**src/rtl/regfile_write_arbiter.sv**
```systemverilog
// Write-port arbiter for the 16 x 16 register file: two valid/ready writeback requesters
// share one registered write port; also keeps the pending-write scoreboard for hazard checks.
module regfile_write_arbiter #(
  parameter int unsigned DATA_WIDTH     = 16,
  parameter int unsigned ADDR_WIDTH     = 4,
  parameter bit          FIXED_PRIORITY = 1'b0
) (
  input  logic                         clock,
  input  logic                         reset_n,

  input  logic                         a_valid,
  output logic                         a_ready,
  input  logic [ADDR_WIDTH-1:0]        a_reg,
  input  logic [DATA_WIDTH-1:0]        a_data,

  input  logic                         b_valid,
  output logic                         b_ready,
  input  logic [ADDR_WIDTH-1:0]        b_reg,
  input  logic [DATA_WIDTH-1:0]        b_data,

  input  logic                         hold,

  input  logic                         issue_valid,
  input  logic [ADDR_WIDTH-1:0]        issue_reg,
  input  logic [ADDR_WIDTH-1:0]        rs1,
  input  logic [ADDR_WIDTH-1:0]        rs2,
  output logic                         rs1_busy,
  output logic                         rs2_busy,
  output logic [(2**ADDR_WIDTH)-1:0]   busy_mask,

  output logic [ADDR_WIDTH-1:0]        rf_write_register,
  output logic [DATA_WIDTH-1:0]        rf_write_value,
  output logic                         rf_regWrite_signal,
  output logic                         last_grant
);

  localparam int unsigned NUM_REGS = 2**ADDR_WIDTH;

  logic                  grant_a;
  logic                  grant_b;
  logic                  accept;
  logic [ADDR_WIDTH-1:0] win_reg;
  logic [DATA_WIDTH-1:0] win_data;

  logic [ADDR_WIDTH-1:0] wr_reg_q,     wr_reg_d;
  logic [DATA_WIDTH-1:0] wr_data_q,    wr_data_d;
  logic                  wr_en_q,      wr_en_d;
  logic                  last_grant_q, last_grant_d;
  logic [NUM_REGS-1:0]   busy_q,       busy_d;
  logic [NUM_REGS-1:0]   set_vec;
  logic [NUM_REGS-1:0]   clr_vec;

  // Grant: on contention the side that did not win last time goes first (last_grant_q=1 means B won).
  always_comb begin
    grant_a = 1'b0;
    grant_b = 1'b0;
    if (reset_n && !hold) begin
      if (a_valid && b_valid) begin
        if (FIXED_PRIORITY || last_grant_q) begin
          grant_a = 1'b1;
        end else begin
          grant_b = 1'b1;
        end
      end else begin
        grant_a = a_valid;
        grant_b = b_valid;
      end
    end
  end

  assign a_ready  = grant_a;
  assign b_ready  = grant_b;
  assign accept   = grant_a | grant_b;
  assign win_reg  = grant_a ? a_reg  : b_reg;
  assign win_data = grant_a ? a_data : b_data;

  // Output write-port register; address and value hold when nothing is accepted.
  always_comb begin
    wr_reg_d     = wr_reg_q;
    wr_data_d    = wr_data_q;
    wr_en_d      = 1'b0;
    last_grant_d = last_grant_q;
    if (accept) begin
      wr_reg_d     = win_reg;
      wr_data_d    = win_data;
      wr_en_d      = 1'b1;
      last_grant_d = grant_b;
    end
  end

  // Scoreboard: a new issue to a register wins over a writeback retiring the same register.
  always_comb begin
    set_vec = '0;
    clr_vec = '0;
    if (issue_valid) begin
      set_vec[issue_reg] = 1'b1;
    end
    if (accept) begin
      clr_vec[win_reg] = 1'b1;
    end
    busy_d = set_vec | (busy_q & ~clr_vec);
  end

  always_ff @(posedge clock or negedge reset_n) begin
    if (!reset_n) begin
      wr_reg_q     <= '0;
      wr_data_q    <= '0;
      wr_en_q      <= 1'b0;
      last_grant_q <= 1'b1;
      busy_q       <= '0;
    end else begin
      wr_reg_q     <= wr_reg_d;
      wr_data_q    <= wr_data_d;
      wr_en_q      <= wr_en_d;
      last_grant_q <= last_grant_d;
      busy_q       <= busy_d;
    end
  end

  assign rf_write_register  = wr_reg_q;
  assign rf_write_value     = wr_data_q;
  assign rf_regWrite_signal = wr_en_q;
  assign last_grant         = last_grant_q;
  assign busy_mask          = busy_q;
  assign rs1_busy           = busy_q[rs1];
  assign rs2_busy           = busy_q[rs2];

endmodule
```
**config.mk**
```make
export PLATFORM = sky130hd
export DESIGN_NAME = regfile_write_arbiter
export DESIGN_NICKNAME = d
export VERILOG_FILES = /design/src/rtl/regfile_write_arbiter.sv
export SDC_FILE = /design/constraint.sdc
export NUM_CORES = 1
export LEC_CHECK = 0
export ABC_AREA = 1
export BUFFER_PORTS_ARGS = -buffer_cell sky130_fd_sc_hd__buf_4
export CAP_MARGIN = 40
export CORE_AREA = 2 2 86 68
export CTS_CLUSTER_SIZE = 28
export DETAILED_ROUTE_END_ITERATION = 10
export DIE_AREA = 0 0 88 70
export PLACE_DENSITY_LB_ADDON = 0.2
export REMOVE_ABC_BUFFERS = 1
export SLEW_MARGIN = 30
export SYNTH_ARGS = -nofsm -noshare
export SYNTH_HDL_FRONTEND = slang
export SYNTH_SLANG_ARGS = --single-unit
```
**constraint.sdc**
```tcl
create_clock -name clock -period 1.5 [get_ports clock]
set_input_delay 0.3 -clock clock [delete_from_list [all_inputs] [get_ports clock]]
set_output_delay 0.3 -clock clock [all_outputs]
set_load 0.005 [all_outputs]
```
==> metrics.md <==
| Metric | Value |
|---|---|
| Outcome | `complete, but fails checks` |
| Failing checks | `negative setup slack` |
| Synthesized area | `0.00222 mm^2` |
| Num rows | `24` |
| Vias in the first global route | `2,349` |
| First-pass GRT wire length | `11,000 um` |
| Max-cap violations | `0` |
| Drt initial violations | `134` |
| Leakage | `1.82 nW` |
| CTS max path bufs | `2` |
| Slew @ Worst Pin | `478 ps` |
| Fmax | `0.596 GHz` |
| Synth cell types | `21` |
| CP Max Fanout | `5` |
| Sequential power share | `40.6%` |
| Post-synthesis cell count | `314` |
| Worst setup margin | `-179 ps` |
| Die Y | `70 um` |
| Width of the die | `88 um` |
| Top Ports | `100` |
| Max IR drop VDD | `0.676 mV` |
| IO buf count | `99` |
| Commonest non-fill, non-tap cell in the layout | `buf_4` |
| Int Pwr | `0.00234 W` |
| Final Critical Period | `1680 ps` |
| Gpl congestion | `0.892` |
| CTS tree | `done` |
| Routed Antenna Nets | `0` |
| Grt ovf | `0` |
| Initial Util | `40.8%` |
| Largest net degree at the start of global routing | `39` |
| Routed len/inst | `13.9 um` |
| Max-slew violations | `0` |
| H-tree levels | `2` |
| Mean Syn Cell Area | `7.07 um^2` |
| Clk_skew | `6.11 ps` |
| Worst-Skew Late Latency | `300 ps` |
| Clock power share | `21.5%` |
| DRC viols | `0` |
| Clk sinks | `38` |
| Nature of the critical path startpoint | `flop` |
| Initial antenna violation count | `0` |
| Number of synthesis warnings | `0` |
| Setup violators final | `19` |
| Critical Path Max Stage Delay | `540 ps` |
| Critical path's most frequent cell | `nand2_1` |
| Total GRT Usage | `22.9%` |
| Switching power total | `0.00116 W` |
| Vias | `2,506` |
| Sequential area share after synthesis | `42.9%` |
| Worst Setup End Kind | `flop` |
| Fraction of layout cells with a size suffix above 1 | `42.4%` |
| RSZ-0062 raised after global routing | `true` |
| Fin nets | `493` |
| N_diodes | `0` |
| Clk slew on worst S/H paths | `80 ps` |
| Period utilization | `112%` |
| Post-route cell area | `0.00350 mm^2` |
| DRT Pass-1 Iters | `4` |
| Vias per cell | `4.88` |
| Root Driver | `clkbuf_8` |
| Critical-path cell list | `inv_2 -> nand2_4 -> buf_6 -> nand4_1 -> nand2_2 -> inv_4 -> nor2_4 -> nand2_1 -> nand2_1 -> nand2_1` |
| Area after DPL | `0.00306 mm^2` |
| Logic pwr share | `37.9%` |
| Slowest CP cell | `dfstp_2` |
| Kind of critical path | `reg -> reg` |
| Detailed Place HPWL | `5030 um` |
| Crit path DAT | `1870 ps` |
| Synth Register Bits | `38` |
| DRT Wirelength | `7150 um` |
| HP Class | `in -> async` |
| Core box area | `0.00544 mm^2` |
| Hold Buf Count CTS | `0` |
| Sw frac | `33.2%` |
| Post-place setup slack | `-64.8 ps` |
| Power Density | `1000 mW/mm^2` |
| Inserted Clock Buffers | `5` |
| WP data required | `1690 ps` |
| Layout area overhead | `57.6%` |
| Commonest cells after routing, fill and taps aside | `120 x buf_4, 84 x nand2_1, 38 x a21oi_1, 37 x dfrtp_1, 25 x inv_1` |
| R2r worst-path depth | `10` |
| Rel. slew slack | `67.9%` |
| Die ar. | `0.00616 mm^2` |
| Total power of the final layout | `0.00350 W` |
| Final hold violations | `0` |
power by group through the flow:
stage               clock network [W]  logic, W  registers [W]
floorplan                           0  0.000417        0.00143
global placement                    0   0.00107        0.00144
detailed placement                  0   0.00109        0.00144
CTS                          0.000766   0.00125        0.00141
global route                 0.000794   0.00147        0.00144
finish                       0.000753   0.00133        0.00142
layout make-up:
type	instances	area, um^2
Fill cell	482	1940
Multi-Input combinational cell	227	1210
Timing Repair Buffer	129	1010
Sequential cell	38	952
Inverter	34	138
Tap cell	78	97.6
Clock buffer	7	86.3
Clock inverter	1	5.00
cells by family (layout without fill, tap and decap cells):
| group | Yosys count | in the layout | synth area share [%] |
|---|---|---|---|
| simple gates | 164 | 164 | 31.5 |
| compound gates | 63 | 63 | 15.7 |
| buf+inv | 49 | 171 | 9.92 |
| flops | 38 | 38 | 42.9 |
per-stage QoR:
stage / TNS [ps] / instances / hold slack (ps) / utilization (%)
after floorplan: 0 / 299 / 4.41 / -
after global placement: -53.9 / 487 / 412 / 56.4
after detailed placement: -583 / 487 / 417 / 56.4
after CTS: -650 / 507 / 90.8 / 61.5
after global routing: -4460 / 514 / 119 / 64.4
final: -2380 / 514 / 67.8 / 64.4
flip-flops by register name (all words and copies together), names as in the netlist:
name,count
last_grant,1
busy_mask,16
rf_write_value,16
rf_regWrite_signal,1
rf_write_register,4
per-layer routing:
metal	global-route usage, %	share of wire (%)
met1	33.1	46
met2	34.9	48
met3	4.49	4.9
met5	0	0
met4	6.50	1.1
final timing paths:
path,start,slack [ps],endpoint
worst max-delay path,last_grant,-180,busy_mask[13]
worst min-delay path,reset_n,70,rf_write_value[8]
worst max register to register,last_grant,-180,busy_mask[13]
worst min register to register,rf_write_register[3],490,rf_write_register[3]
max in group asynchronous,reset_n,1070,last_grant
min in group clock,b_data[9],240,rf_write_value[9]
worst max-delay path: cells and delay by family, from the launching register on:
kind                   cells  cell delay, ps
AND/OR/NAND/NOR            7             800
buffers and inverters      3             230
flip-flops                 1             540
Yosys cell counts (all sizes together):
cell	count	area share, %
clkinv	1	0.17
dfrtp	37	42
inv	33	5.6
o211ai	10	3.4
nand3	20	5.1
dfstp	1	1.2
nand2	106	18
nor3	2	0.45
o21bai	3	1.0
o21ai	9	2.0
nand4	5	1.4
buf	13	3.8
nor2	31	6.2
clkbuf	2	0.34
a21oi	41	9.2
timing repair:
action,CTS,global route
buffers inserted,12,7
pin swaps,10,25
setup endpoints to repair,19,21
gates resized for setup,34,36
(Power assumes the default switching activity.)
